## src/rtl/hazard_pkg.sv

```systemverilog
// Shared definitions for the destination-register hazard tracker.
package hazard_pkg;

  localparam int REG_W = 5;

  localparam logic [1:0] FWD_RF  = 2'b00;
  localparam logic [1:0] FWD_MEM = 2'b01;
  localparam logic [1:0] FWD_WB  = 2'b10;

  // Hazard-relevant fields carried by one pipeline slot.
  typedef struct packed {
    logic             valid;
    logic [REG_W-1:0] dest;
    logic             regwrite;
    logic             memread;
  } slot_t;

  localparam slot_t SLOT_BUBBLE = '0;

  // A slot writes register r only when it is live, writes the regfile and r is not $0.
  function automatic logic writes_reg(input logic             valid,
                                      input logic             regwrite,
                                      input logic [REG_W-1:0] dest,
                                      input logic [REG_W-1:0] r);
    return valid && regwrite && (dest == r) && (r != '0);
  endfunction

endpackage

```

## src/rtl/dest_reg_hazard_tracker_fwd_select_unit.sv

```systemverilog
// Picks the EX operand source for one register: MEM result, WB result or regfile.
module fwd_select_unit
  import hazard_pkg::*;
(
  input  logic             ex_valid,
  input  logic [REG_W-1:0] src,
  input  logic             src_used,
  input  logic             mem_valid,
  input  logic [REG_W-1:0] mem_dest,
  input  logic             mem_regwrite,
  input  logic             mem_memread,
  input  logic             wb_valid,
  input  logic [REG_W-1:0] wb_dest,
  input  logic             wb_regwrite,
  output logic [1:0]       sel
);

  // Nearest producer wins; a load still in MEM has no data yet, so it never forwards.
  always_comb begin
    sel = FWD_RF;
    if (ex_valid && src_used) begin
      if (writes_reg(mem_valid, mem_regwrite, mem_dest, src) && !mem_memread) begin
        sel = FWD_MEM;
      end else if (writes_reg(wb_valid, wb_regwrite, wb_dest, src)) begin
        sel = FWD_WB;
      end
    end
  end

endmodule

```

## src/rtl/dest_reg_hazard_tracker.sv

```systemverilog
// Shadows the EX/MEM/WB destination fields to produce the load-use stall and
// the EX operand forwarding selects, plus a saturating stall counter.
module dest_reg_hazard_tracker #(
  parameter int REG_W = 5,
  parameter int CNT_W = 16
) (
  input  logic             Clk,
  input  logic             Rst,
  input  logic             IdValid,
  input  logic [REG_W-1:0] IdDestReg,
  input  logic             IdRegWrite,
  input  logic             IdMemRead,
  input  logic [REG_W-1:0] IdRs,
  input  logic [REG_W-1:0] IdRt,
  input  logic             IdUsesRs,
  input  logic             IdUsesRt,
  input  logic             Flush,
  output logic             Stall,
  output logic [1:0]       ForwardA,
  output logic [1:0]       ForwardB,
  output logic [CNT_W-1:0] StallCount
);

  import hazard_pkg::*;

  slot_t            ex_slot;
  slot_t            mem_slot;
  logic [REG_W-1:0] ex_rs;
  logic [REG_W-1:0] ex_rt;
  logic             ex_uses_rs;
  logic             ex_uses_rt;

  // WB never needs memread: a load that has reached WB is an ordinary forward source.
  logic             wb_valid;
  logic [REG_W-1:0] wb_dest;
  logic             wb_regwrite;

  logic             ex_hits_rs;
  logic             ex_hits_rt;

  // Load in EX whose destination is a source the decode instruction actually reads.
  always_comb begin
    ex_hits_rs = writes_reg(ex_slot.valid, ex_slot.regwrite, ex_slot.dest, IdRs) && IdUsesRs;
    ex_hits_rt = writes_reg(ex_slot.valid, ex_slot.regwrite, ex_slot.dest, IdRt) && IdUsesRt;
    Stall      = IdValid && !Flush && ex_slot.valid && ex_slot.memread &&
                 (ex_hits_rs || ex_hits_rt);
  end

  // Slots advance every cycle; a stalled or flushed decode becomes a bubble in EX.
  always_ff @(posedge Clk) begin
    if (Rst) begin
      ex_slot     <= SLOT_BUBBLE;
      ex_rs       <= '0;
      ex_rt       <= '0;
      ex_uses_rs  <= 1'b0;
      ex_uses_rt  <= 1'b0;
      mem_slot    <= SLOT_BUBBLE;
      wb_valid    <= 1'b0;
      wb_dest     <= '0;
      wb_regwrite <= 1'b0;
    end else begin
      wb_valid    <= mem_slot.valid;
      wb_dest     <= mem_slot.dest;
      wb_regwrite <= mem_slot.regwrite;
      mem_slot    <= ex_slot;
      if (IdValid && !Stall && !Flush) begin
        ex_slot.valid    <= 1'b1;
        ex_slot.dest     <= IdDestReg;
        ex_slot.regwrite <= IdRegWrite;
        ex_slot.memread  <= IdMemRead;
        ex_rs            <= IdRs;
        ex_rt            <= IdRt;
        ex_uses_rs       <= IdUsesRs;
        ex_uses_rt       <= IdUsesRt;
      end else begin
        ex_slot    <= SLOT_BUBBLE;
        ex_rs      <= '0;
        ex_rt      <= '0;
        ex_uses_rs <= 1'b0;
        ex_uses_rt <= 1'b0;
      end
    end
  end

  // Count stall cycles, holding at all-ones.
  always_ff @(posedge Clk) begin
    if (Rst) begin
      StallCount <= '0;
    end else if (Stall && (StallCount != {CNT_W{1'b1}})) begin
      StallCount <= StallCount + CNT_W'(1);
    end
  end

  fwd_select_unit u_fwd_a (
    .ex_valid     (ex_slot.valid),
    .src          (ex_rs),
    .src_used     (ex_uses_rs),
    .mem_valid    (mem_slot.valid),
    .mem_dest     (mem_slot.dest),
    .mem_regwrite (mem_slot.regwrite),
    .mem_memread  (mem_slot.memread),
    .wb_valid     (wb_valid),
    .wb_dest      (wb_dest),
    .wb_regwrite  (wb_regwrite),
    .sel          (ForwardA)
  );

  fwd_select_unit u_fwd_b (
    .ex_valid     (ex_slot.valid),
    .src          (ex_rt),
    .src_used     (ex_uses_rt),
    .mem_valid    (mem_slot.valid),
    .mem_dest     (mem_slot.dest),
    .mem_regwrite (mem_slot.regwrite),
    .mem_memread  (mem_slot.memread),
    .wb_valid     (wb_valid),
    .wb_dest      (wb_dest),
    .wb_regwrite  (wb_regwrite),
    .sel          (ForwardB)
  );

endmodule

```

## config.mk

```make
export PLATFORM = sky130hd
export DESIGN_NAME = dest_reg_hazard_tracker
export DESIGN_NICKNAME = d
export VERILOG_FILES = /design/src/rtl/hazard_pkg.sv /design/src/rtl/dest_reg_hazard_tracker_fwd_select_unit.sv /design/src/rtl/dest_reg_hazard_tracker.sv
export SDC_FILE = /design/constraint.sdc
export NUM_CORES = 1
export LEC_CHECK = 0
export CAP_MARGIN = 25
export CORE_ASPECT_RATIO = 2
export CORE_UTILIZATION = 45
export CTS_BUF_LIST = sky130_fd_sc_hd__clkbuf_2 sky130_fd_sc_hd__clkbuf_4 sky130_fd_sc_hd__clkbuf_8
export DETAILED_ROUTE_END_ITERATION = 7
export PLACE_DENSITY = 0.69
export SYNTH_ARGS = -nofsm -noshare
export SYNTH_HDL_FRONTEND = slang
export SYNTH_HIERARCHICAL = 1
export SYNTH_SLANG_ARGS = --single-unit
```

## constraint.sdc

```tcl
create_clock -name Clk -period 2.3 [get_ports Clk]
set_input_delay 0.345 -clock Clk [delete_from_list [all_inputs] [get_ports Clk]]
set_output_delay 0.345 -clock Clk [all_outputs]
set_load 0.05 [all_outputs]
```

# == Word-level counts from Yosys, hierarchy flattened ==
# Index checks and enable logic that the tools add are counted.
# op_classes
n_addsub,1
eq_ne,7
n_mux,7
n_bitwise,1
n_reduce_logical,37
# op_table
cell,n
5-bit equality test,6
1-bit logical AND,28
5-bit nonzero test,4
"16-bit by 1-bit adder with 16-bit output, second input constant",1
"16-bit inequality test, second input constant",1
2-bit 2-to-1 mux,6
8-bit 2-to-1 mux,1
1-bit zero test,3
2-bit OR reduction,1
1-bit logical OR,1
1-bit NOT,1
# word_totals
reg_bits,51
out_inout_bits,21
word_cells,69

# == Depth between registers and ports, before layout ==
# logic_depth
word_depth,11
mapped_depth,7

# == By module ==
# Netlist, hierarchy kept.
# modules_own_cells
mod,n_inst,cells_per_inst,area_each_um2,seq_area_each_um2
dest_reg_hazard_tracker,1,191,1963.1,1021.0
fwd_select_unit,2,20,170.2,0.0

# == Least setup slack after synthesis ==
# Ideal clock, no wire load.
# synth_path
path_type,register to register
startpoint,reg StallCount[2]
endpoint,reg StallCount[10]
setup_time_ps,121
t_arrival_ps,2183
required_ps,2179
setup_slack_ps,-4
stages_incl_launch_ff,8
path_buffers,1
cell_sequence,dfxtp_1 > and4_1 > nand4_2 > or3_1 > buf_2 > o21ai_2 > nor3_2 > mux2_4
# synth_between
elab_chain_cells,2
elab_cells_between_ends,3
# synth_lines
item,line_no,rtl
"start, declared",dest_reg_hazard_tracker.sv:21,output logic [CNT_W-1:0] StallCount
"start signal, assigned",dest_reg_hazard_tracker.sv:90,StallCount <= StallCount + CNT_W'(1);
branches (longest 2 deep; another with 16-bit by 1-bit adder with 16-bit output),n/a,
# Parallel ways; which one is timed is not known.
# A chain may end at the register's enable or synchronous reset.

# == Worst setup path after layout ==
# layout_path
startpoint,in IdValid
endpoint,reg StallCount[12]
# layout_between
elab_chain_cells,5
# layout_lines
item,line_no,rtl
"start, declared",dest_reg_hazard_tracker.sv:9,"input logic IdValid,"
1-bit logical AND (4 in series),dest_reg_hazard_tracker.sv:45,Stall = IdValid && !Flush && ex_slot.valid && ex_slot.memread &&
1-bit logical AND,dest_reg_hazard_tracker.sv:89,end else if (Stall && (StallCount != {CNT_W{1'b1}})) begin
# Every way passes these cells.

==> run metrics <==
R2R Path Start=ex_slot[3]$_SDFF_PP0_; DRC=0; RSZ-0062 raised after global routing=no; via count=about 1.9k; Rel. slew slack=roughly 63%; Syn Area/Cell=about 10 sq um; ANT cells=0; Crit. End Element=register; cell area after synthesis=2303 sq um; Die X=52.59 microns; predominant post-synthesis flop cell=dfxtp_1; min Tclk post-route=2.192 ns; cell with the largest stage delay on the worst path=nor4_4; Worst Tran Pin Value=0.5444 ns; Overflow after GRT=0; Post-Layout Inst Area=approximately 3100 sq um; Clk Tree Root Cell=clkbuf_8; Reg clk slew, reported paths=0.09 ns; routability congestion estimate=0.7628; CTS tree=yes; register area share after synthesis=44.32%; pwr dens=521.0 nW/um^2; Worst Hold End=ex_rs[3]$_SDFF_PP0_; Async SR Flop Fraction=0%; Synth cell types=45; highest clock rate=456.2 MHz; number of clock sinks=51; total track usage=21.77%; fin util=64.09%; largest net degree at the start of global routing=33; reg2reg end=StallCount[12]$_SDFFE_PP0P_; Initial Util=a little under half; CP required=between 2 and 3 ns; Fin. Hold Viols=0; dpl ws=-0.2704 ns; Ports=44; total CTS buffers=5; most common cell after layout, fill and taps aside=dfxtp_1; initial antenna violation count=0; clk_skew=about 0.0086 ns; H-tree Lvls=2; status=complete, no violations; first-pass GRT wire length=8459 microns; fin crit share=between 90 and 100%; Synth Net Count=255; clock latency on the worst-skew pair=0.30 ns; WL final=5342 microns; CP cell instances=clkdlybuf4s50_1 -> nor2b_4 -> nand4_4 -> nor4_4 -> nor2_2 -> or4_1 -> a21oi_1; r2r setup slk=0.19 ns; Clock Path Buffers=2; Detailed Routing Iterations Pass 1=4; buffers added on ports=43; number of global-route vias before repair=1867; Hold Path Depth=2; Crit Path Category=input port to register; Worst path max stage delay=0.53 ns; drt first-iter violations=13; Post-Place Cell Area=2912 sq um; final HPWL from detailed placement=4059 microns; max cap viols=0; placed instance count=roughly 340; die height=103.2 microns; Max Slew Vio Count=0; Antenna Nets Post-Route=0; fin nets=between 300 and 400; number of flops mapped to enable cells by yosys=0; Final WS setup=0.1082 ns; synth warn=6; commonest non-fill, non-tap cells in the layout=dfxtp_1 (50), clkdlybuf4s50_1 (30), and2_1 (20); critical-path maximum fanout=6; # rows=36; Hold WC Path Type=input port to register; Synth Instances=231; die area=~5400 sq um; core box area=4910 sq um; critical path arrival=2.42 ns; type of origin of the critical path=input port; total power=1.639 mW; drt via density=5.382; drt wl/cell=15.35 microns; synthesis-to-finish area growth=36.61%; count of final setup violators=0; hold_sp=IdRs[3]; layout cells sized above 1=19.59%; maximum VDD drop=416.0 uV; Post-Layout Cell Count=348; r2r worst-path depth=6; #FFs+latches synth=approximately 50; leak pwr=1.243 nW
[final cells by class]
cell class                      instances  area [sq um]
Multi-Input combinational cell        170          1344
Tap cell                               57         71.32
Timing Repair Buffer                   59         588.1
Clock buffer                            5         68.82
Inverter                                4         15.01
Fill cell                             414          1763
Clock inverter                          2         37.54
Sequential cell                        51          1022
[cell usage after synthesis (2+ instances only)]
cell / count / area [sq um]
a21oi_1: 10 / 50.05
clkbuf_1: 4 / 15.01
and4_1: 3 / 26.28
dfxtp_1: 51 / 1021
nor4_1: 5 / 31.28
nor2b_1: 16 / 100.1
nand4_1: 6 / 37.54
inv_1: 4 / 15.01
xnor2_1: 20 / 175.2
nor3_1: 2 / 10.01
o211a_1: 4 / 40.04
and2_1: 20 / 125.1
or4_1: 2 / 15.01
or4_4: 2 / 22.52
nand2b_1: 2 / 12.51
or3_1: 10 / 62.56
o21ai_0: 9 / 45.04
nor2_1: 8 / 30.03
and3b_1: 2 / 17.52
buf_2: 2 / 10.01
nand3_1: 10 / 50.05
o211ai_2: 2 / 25.02
xor2_1: 11 / 96.34
o211ai_1: 2 / 15.01
nand2_1: 4 / 15.01
[sequential cells by signal, indices dropped and copies added (netlist names)]
register     flops
wb_valid         1
ex_uses_rt       1
wb_dest          5
ex_rt            5
ex_slot          8
StallCount      16
ex_uses_rs       1
wb_regwrite      1
ex_rs            5
mem_slot         8
[power by group]
group	total, mW	internal, mW	switching, mW	leakage, nW
logic	0.128	0.0729	0.0553	0.780
clock network	0.601	0.318	0.283	0.0502
registers	0.910	0.896	0.0145	0.413
total	1.64	1.29	0.353	1.24
[critical path, delay by kind of cell]
kind | cells | cell delay, ns
buf+inv | 1 | 0.45
simple gates | 5 | 1.48
compound gates | 1 | 0.15
[stage by stage]
stage / hold WS, ns / setup TNS [ns]
2_1_floorplan: 0.4447 / 0
3_3_place_gp: 0.4531 / -4.082
3_5_place_dp: 0.4668 / -5.185
4_1_cts: 0.4481 / 0
5_1_grt: 0.3909 / 0
6_report: 0.3885 / 0
[metal layers]
metal  vias to the layer above  part of all wire, %  global-route usage, %
li1                        935                    -                      -
met1                       876                   34                  18.46
met2                        48                   59                  44.40
met3                        14                  3.3                  3.216
met4                         0                  3.3                  11.94
met5                         -                    0                      0
[cell families after synthesis]
group | after synthesis | synth area share (%)
AND/OR/NAND/NOR | 101 | 29.66
flip-flops | 51 | 44.32
multiplexers | 2 | 1.086
XOR/XNOR | 31 | 11.79
buffers and inverters | 10 | 1.738
adder cells (fa/ha/maj) | 1 | 0.5431
AO/OA/AOI/OAI | 35 | 10.86
[repair_timing]
action                                  CTS  global route
endpoints found under the setup margin    1            11
hold buffers                              0             0
pin swaps                                 3             9
gates resized for setup                   9            16
setup buffers                             1             1
[worst max path at each step]
stage / from / end / depth (start not counted)
5_1_grt: IdValid / StallCount[11]$_SDFFE_PP0P_ / 7
6_report: IdValid / StallCount[12]$_SDFFE_PP0P_ / 7
4_1_cts: IdRs[3] / StallCount[12]$_SDFFE_PP0P_ / 7
3_5_place_dp: IdRs[1] / StallCount[10]$_SDFFE_PP0P_ / 7
3_3_place_gp: IdRs[1] / StallCount[0]$_SDFFE_PP0P_ / 8
2_1_floorplan: StallCount[3]$_SDFFE_PP0P_ / StallCount[10]$_SDFFE_PP0P_ / 7
Power figures use the tool's default switching activity.
